### src/rtl/xm_pipe_reg_pkg.sv
// xm_pipe_reg_pkg: shared definitions for the Execute->Memory pipeline register.
//   Provides default widths, the ENABLE/DISABLE flag enum, the forwarding-select
//   type and the {addr, val, ctrl} entry layout carried through the stage.
package xm_pipe_reg_pkg;

    localparam int XM_DW   = 32;
    localparam int XM_CW   = 8;
    localparam int XM_NFWD = 2;
    localparam int XM_SCW  = 16;

    typedef enum logic {
        DISABLE = 1'b0,
        ENABLE  = 1'b1
    } signal_e;

    typedef logic [XM_NFWD-1:0] fwd_sel_t;

    // Field order matches the packed payload {addr, val, ctrl} used by the top.
    typedef struct packed {
        logic [XM_DW-1:0] addr;
        logic [XM_DW-1:0] val;
        logic [XM_CW-1:0] ctrl;
    } xm_entry_t;

endpackage

### src/rtl/xm_pipe_reg_skid.sv
// pipe_skid: generic two-entry valid/ready skid buffer.
//   clk, rst (async, active-low), flush (drop all entries)
//   in_valid/in_ready/in_data   : upstream handshake
//   out_valid/out_ready/out_data: downstream handshake, driven from main entry
//   occ                          : entries held (0..2)
module pipe_skid
    import xm_pipe_reg_pkg::*;
#(
    parameter int W = 72
) (
    input  logic         clk,
    input  logic         rst,
    input  logic         flush,
    input  logic         in_valid,
    output logic         in_ready,
    input  logic [W-1:0] in_data,
    output logic         out_valid,
    input  logic         out_ready,
    output logic [W-1:0] out_data,
    output logic [1:0]   occ
);

    signal_e        main_v, skid_v;
    logic [W-1:0]   main_d, skid_d;
    logic           acc, cons;

    // Ready depends only on the skid flag, so it never forms a comb path from out_ready.
    assign in_ready  = (skid_v == DISABLE);
    assign out_valid = (main_v == ENABLE);
    assign out_data  = main_d;
    assign acc       = in_valid & in_ready & !flush;
    assign cons      = out_valid & out_ready;
    assign occ       = 2'(main_v) + 2'(skid_v);

    always_ff @(posedge clk or negedge rst) begin
        if (!rst) begin
            main_v <= DISABLE;
            skid_v <= DISABLE;
            main_d <= '0;
            skid_d <= '0;
        end else if (flush) begin
            main_v <= DISABLE;
            skid_v <= DISABLE;
        end else if (cons) begin
            // Skid refills main on consume; acc cannot coincide since in_ready=0 then.
            if (skid_v == ENABLE) begin
                main_d <= skid_d;
                skid_v <= DISABLE;
            end else if (acc) begin
                main_d <= in_data;
            end
            main_v <= (skid_v == ENABLE || acc) ? ENABLE : DISABLE;
        end else if (acc) begin
            if (main_v == ENABLE) begin
                skid_d <= in_data;
                skid_v <= ENABLE;
            end else begin
                main_d <= in_data;
                main_v <= ENABLE;
            end
        end
    end

endmodule

### src/rtl/xm_pipe_reg.sv
// xm_pipe_reg: Execute->Memory pipeline register with skid buffer, store-data
//   forwarding, bubble masking and a saturating stall-cycle counter.
//   clk, rst (async, active-low), flush
//   x_valid/x_ready, x_alu, x_rt, x_ctrl, fwd_sel, fwd_data : Execute side
//   m_valid/m_ready, m_addr, m_val, m_ctrl                  : Memory side
//   occ (entries held), stall_cnt (cycles m_valid & !m_ready)
module xm_pipe_reg
    import xm_pipe_reg_pkg::*;
#(
    parameter int DW   = XM_DW,
    parameter int CW   = XM_CW,
    parameter int NFWD = XM_NFWD,
    parameter int SCW  = XM_SCW
) (
    input  logic             clk,
    input  logic             rst,
    input  logic             flush,
    input  logic             x_valid,
    output logic             x_ready,
    input  logic [DW-1:0]    x_alu,
    input  logic [DW-1:0]    x_rt,
    input  logic [CW-1:0]    x_ctrl,
    input  logic [NFWD-1:0]  fwd_sel,
    input  logic [NFWD*DW-1:0] fwd_data,
    output logic             m_valid,
    input  logic             m_ready,
    output logic [DW-1:0]    m_addr,
    output logic [DW-1:0]    m_val,
    output logic [CW-1:0]    m_ctrl,
    output logic [1:0]       occ,
    output logic [SCW-1:0]   stall_cnt
);

    localparam int PW = DW + DW + CW;

    logic [DW-1:0] st_val;
    logic [CW-1:0] ctrl_q;
    logic [PW-1:0] out_d;

    // Walk from the highest index down so the lowest enabled source wins.
    always_comb begin
        st_val = x_rt;
        for (int i = NFWD - 1; i >= 0; i--)
            if (fwd_sel[i]) st_val = fwd_data[i*DW +: DW];
    end

    pipe_skid #(.W(PW)) u_skid (
        .clk       (clk),
        .rst       (rst),
        .flush     (flush),
        .in_valid  (x_valid),
        .in_ready  (x_ready),
        .in_data   ({x_alu, st_val, x_ctrl}),
        .out_valid (m_valid),
        .out_ready (m_ready),
        .out_data  (out_d),
        .occ       (occ)
    );

    assign {m_addr, m_val, ctrl_q} = out_d;
    assign m_ctrl = m_valid ? ctrl_q : '0;

    always_ff @(posedge clk or negedge rst) begin
        if (!rst)
            stall_cnt <= '0;
        else if (m_valid && !m_ready && stall_cnt != {SCW{1'b1}})
            stall_cnt <= stall_cnt + 1'b1;
    end

endmodule

### config.mk
export PLATFORM = sky130hd
export DESIGN_NAME = xm_pipe_reg
export DESIGN_NICKNAME = d
export VERILOG_FILES = /design/src/rtl/xm_pipe_reg_pkg.sv /design/src/rtl/xm_pipe_reg_skid.sv /design/src/rtl/xm_pipe_reg.sv
export SDC_FILE = /design/constraint.sdc
export NUM_CORES = 1
export LEC_CHECK = 0
export CAP_MARGIN = 10
export CORE_MARGIN = 4
export CORE_UTILIZATION = 30
export DETAILED_ROUTE_END_ITERATION = 12
export GPL_TIMING_DRIVEN = 0
export REMOVE_ABC_BUFFERS = 1
export SLEW_MARGIN = 5
export SYNTH_ARGS = -nofsm -noshare
export SYNTH_HDL_FRONTEND = slang
export SYNTH_SLANG_ARGS = --single-unit
### constraint.sdc
create_clock -name clk -period 1.8 [get_ports clk]
set_clock_uncertainty 0.05 [all_clocks]
set_input_delay 0.45 -clock clk [delete_from_list [all_inputs] [get_ports clk]]
set_output_delay 0.45 -clock clk [all_outputs]
set_load 0.05 [all_outputs]
==> impl_metrics.sql <==
INSERT INTO impl_metrics (metric_group, metric, value, unit) VALUES
('status', 'run_status', 'finished, violations left', ''),
('status', 'violations_in_the_final_reports', 'setup timing', ''),
('place', 'numPlacedInstances', '1250', ''),
('synthesis', 'yosys.cell_types.count', '42', ''),
('synthesis', 'netlist_area', '8110', 'sq um'),
('grt', 'aggregate_global_routing_overflow', '0', ''),
('synthesis', 'synth.ff_latch_count', '162', ''),
('worst_setup_path', 'setup.worst_path.start_class', 'register', ''),
('power_and_ir_drop', 'clockPowerShare', '0.296', ''),
('power_and_ir_drop', 'combinationalPowerShare', '0.322', ''),
('sta', 'setup_repair_after_global_routing_missed_its_margin', 'true', ''),
('final_layout', 'number_of_nets_in_the_final_layout', '1155', ''),
('worst_setup_path', 'worst-setup-path-type', 'reg2reg', ''),
('power_and_ir_drop', 'total_leakage_power', '5.29', 'nW'),
('clock_tree', 'number_of_clock_buffers_inserted_by_tritoncts', '17', ''),
('floorplanning', 'dieArea', '29700', 'sq um'),
('synthesis', 'syn_inst', '785', ''),
('floorplanning', 'die_w', '172', 'um'),
('drt', 'drt_wl_total', '25.6', 'mm'),
('synthesis', 'synth_top_area_frac', '0.500', ''),
('floorplanning', 'floorplan.initialDensity', '0.308', ''),
('sta', 'worst_case_setup_margin_in_the_final_layout', '-0.0974', 'ns'),
('floorplanning', 'die_h', '172', 'um'),
('place', 'hpwl', '14.5', 'mm'),
('grt', 'antenna_found_initial', '0', ''),
('clock_tree', 'cts.htree.levels', '4', ''),
('clock_tree', 'clk_path_buf_depth', '2', ''),
('final_layout', 'final_design_area_no_fill', '12400', 'sq um'),
('sta', 'holdWs', '0.405', 'ns'),
('sta', 'setup_violations', '71', ''),
('final_layout', 'finish.utilization', '0.470', ''),
('grt', 'global_route.usage.met1', '0.205', ''),
('drt', 'vias', '6552', ''),
('worst_setup_path', 'timing.critical_path.to_type', 'register', ''),
('worst_setup_path', 'timing.critical_path.max_delay_family', 'simple AND/OR/NAND/NOR gates', ''),
('final_layout', 'instances_no_fill', '1358', ''),
('drt', 'drt_first_pass_iters', '4', ''),
('synthesis', 'netlist_top_cells_area', 'sky130_fd_sc_hd__dfrtp_1 (50%), sky130_fd_sc_hd__mux2_2 (7.5%), sky130_fd_sc_hd__nand2_1 (7.0%)', ''),
('worst_setup_path', 'path_cells', 'buf_6 -> buf_12 -> nand4b_1 -> or4_4 -> nor2_4 -> mux2_4', ''),
('worst_setup_path', 'crit_slowest_cell', 'sky130_fd_sc_hd__or4_4', ''),
('grt', 'gr-usage-met2', '0.265', ''),
('grt', 'grt_pass1_vias', '6460', ''),
('floorplanning', 'rows', '59', ''),
('drt', 'wl_per_cell', '18.8', 'um'),
('sta', 'final_critical_path_time_including_i_o_delays_and_setup', '1.90', 'ns'),
('grt', 'grt_start_max_net_pins', '84', ''),
('floorplanning', 'design.core.area', '26400', 'sq um'),
('grt', 'gr-max-usage-layer', 'met2', ''),
('final_layout', 'area.growth.synth_to_final', '52.7', '%'),
('synthesis', 'synthesis.area_per_instance', '10.3', 'sq um'),
('grt', 'met3_demand_to_capacity_share_in_global_routing', '0.0364', ''),
('drt', 'drtIter0Drc', '374', ''),
('place', 'place_congestion', '0.715', ''),
('worst_setup_path', 'cp.required', '2.06', 'ns'),
('power_and_ir_drop', 'power_internal', '8.49', 'mW'),
('drt', 'drt-vias-per-instance', '4.82', ''),
('floorplanning', 'io_pins', '235', ''),
('job', 'maxCapViolations', '0', ''),
('sta', 'final_number_of_max_transition_violations', '0', ''),
('power_and_ir_drop', 'p_seq_frac', '0.382', ''),
('drt', 'drc_violation_count_after_routing', '0', ''),
('power_and_ir_drop', 'max-vdd-ir-drop', '0.520', 'mV'),
('synthesis', 'portion_of_the_post_synthesis_area_used_by_sequential_elements', '0.500', ''),
('final_layout', 'antenna_cells_inserted', '0', ''),
('sta', 'worst_slew_margin_rel', '0.485', ''),
('worst_setup_path', 'critical-path-max-stage-delay', '0.54', 'ns'),
('sta', 'finalSetupTns', '-3.52', 'ns'),
('power_and_ir_drop', 'power.share.switching', '0.350', ''),
('power_and_ir_drop', 'fin_total_pwr', '13.1', 'mW'),
('grt', 'grt_util_all_layers', '0.158', ''),
('clock_tree', 'numClockSinks', '162', '');
cells in the final DEF (no fill, tap or decap), types with 13 or more instances in the layout:
cell / instances
sky130_fd_sc_hd__mux2_2: 52
sky130_fd_sc_hd__dfrtp_1: 153
sky130_fd_sc_hd__clkdlybuf4s15_2: 62
sky130_fd_sc_hd__nor2_1: 27
sky130_fd_sc_hd__buf_2: 14
sky130_fd_sc_hd__mux2_4: 18
sky130_fd_sc_hd__o211ai_1: 33
sky130_fd_sc_hd__mux2i_1: 32
sky130_fd_sc_hd__clkdlybuf4s50_1: 136
sky130_fd_sc_hd__clkbuf_16: 29
sky130_fd_sc_hd__o21ai_0: 22
sky130_fd_sc_hd__o21a_1: 32
sky130_fd_sc_hd__nor2_2: 13
sky130_fd_sc_hd__buf_6: 25
sky130_fd_sc_hd__nand2_1: 149
sky130_fd_sc_hd__a31oi_1: 40
sky130_fd_sc_hd__buf_12: 13
sky130_fd_sc_hd__buf_4: 28
worst register-to-register path, stage by stage, from the launching register on:
cell                       delay (ns)
sky130_fd_sc_hd__dfrtp_2         0.41
sky130_fd_sc_hd__buf_6           0.13
sky130_fd_sc_hd__buf_12          0.11
sky130_fd_sc_hd__nand4b_1        0.12
sky130_fd_sc_hd__or4_4           0.54
sky130_fd_sc_hd__nor2_4          0.14
sky130_fd_sc_hd__mux2_4          0.30
state kept, by name, summed over array words and instances, names as in the netlist:
name	cells
u_skid.out_data	72
u_skid.skid_d	72
stall_cnt	16
u_skid.out_valid	1
u_skid.skid_v	1
final cells by class:
cell class / count / area (sq um)
multi-input combinational: 504 / 3550
sequential: 162 / 4070
inverter: 5 / 18.8
timing repair buffer: 320 / 3700
clock buffer: 19 / 453
fill: 2429 / 14000
clock inverter: 13 / 165
tap: 335 / 419
per-layer routing:
| layer | wire, um | up-vias |
|---|---|---|
| li1 | - | 3124 |
| met1 | 11600 | 3261 |
| met2 | 12400 | 147 |
| met3 | 1320 | 20 |
| met4 | 314 | 0 |
| met5 | 0 | - |
final timing paths:
| check | to | cells after the start | from | slack [ns] |
|---|---|---|---|---|
| max | stall_cnt[14] | 6 | u_skid.out_valid | -0.1 |
| min in group asynchronous | u_skid.out_data[17] | 2 | rst | 0.53 |
| min reg2reg | u_skid.skid_d[10] | 2 | u_skid.skid_d[10] | 0.43 |
| min | u_skid.skid_v | 2 | m_ready | 0.40 |
| max reg2reg | stall_cnt[14] | 6 | u_skid.out_valid | -0.1 |
| max in group asynchronous | u_skid.out_data[46] | 3 | rst | 0.31 |
what timing repair did:
| action | 4_1_cts | 5_1_grt |
|---|---|---|
| pin swaps | 5 | 8 |
| buffers inserted | 23 | 33 |
| resized for setup | 363 | 98 |
| hold buffers | 1 | 0 |
| cloned | 9 | 14 |
| endpoints found under the hold margin | 38 | 0 |
| endpoints found under the setup margin | 245 | 159 |
kinds of logic after synthesis:
logic type      Yosys count  synth area share
buf+inv                 121            0.0914
mux                     109             0.154
flops                   162             0.500
xor+xnor                  8           0.00864
simple gates            235             0.124
compound gates          148             0.119
fa+ha+maj                 2           0.00309
power by group through the flow:
stage	clock (mW)	combinational, mW	sequential, mW
3_3_place_gp	0	3.80	4.99
5_1_grt	4.15	4.49	5.10
4_1_cts	3.99	3.93	4.96
6_report	3.87	4.20	4.99
3_5_place_dp	0	3.85	5.01
2_1_floorplan	0	1.12	6.15
cells in the mapped netlist (all sizes together):
| master | n |
|---|---|
| xnor2 | 2 |
| a31oi | 40 |
| xor2 | 6 |
| dfrtp | 162 |
| nand4 | 7 |
| o21ai | 36 |
| or4 | 2 |
| clkbuf | 25 |
| and2 | 8 |
| or2 | 1 |
| buf | 91 |
| nand2b | 3 |
| nor3 | 6 |
| a211oi | 2 |
| nand3 | 3 |
| nor4b | 1 |
| nor2 | 46 |
| nor4 | 2 |
| ha | 2 |
| nand2 | 152 |
| o21a | 32 |
| a21oi | 4 |
| o31ai | 1 |
| nand4b | 1 |
| mux2 | 77 |
| nor2b | 1 |
| inv | 5 |
| o211ai | 33 |
| and3 | 1 |
| or3 | 1 |
| mux2i | 32 |
Power figures use the tool's default switching activity.
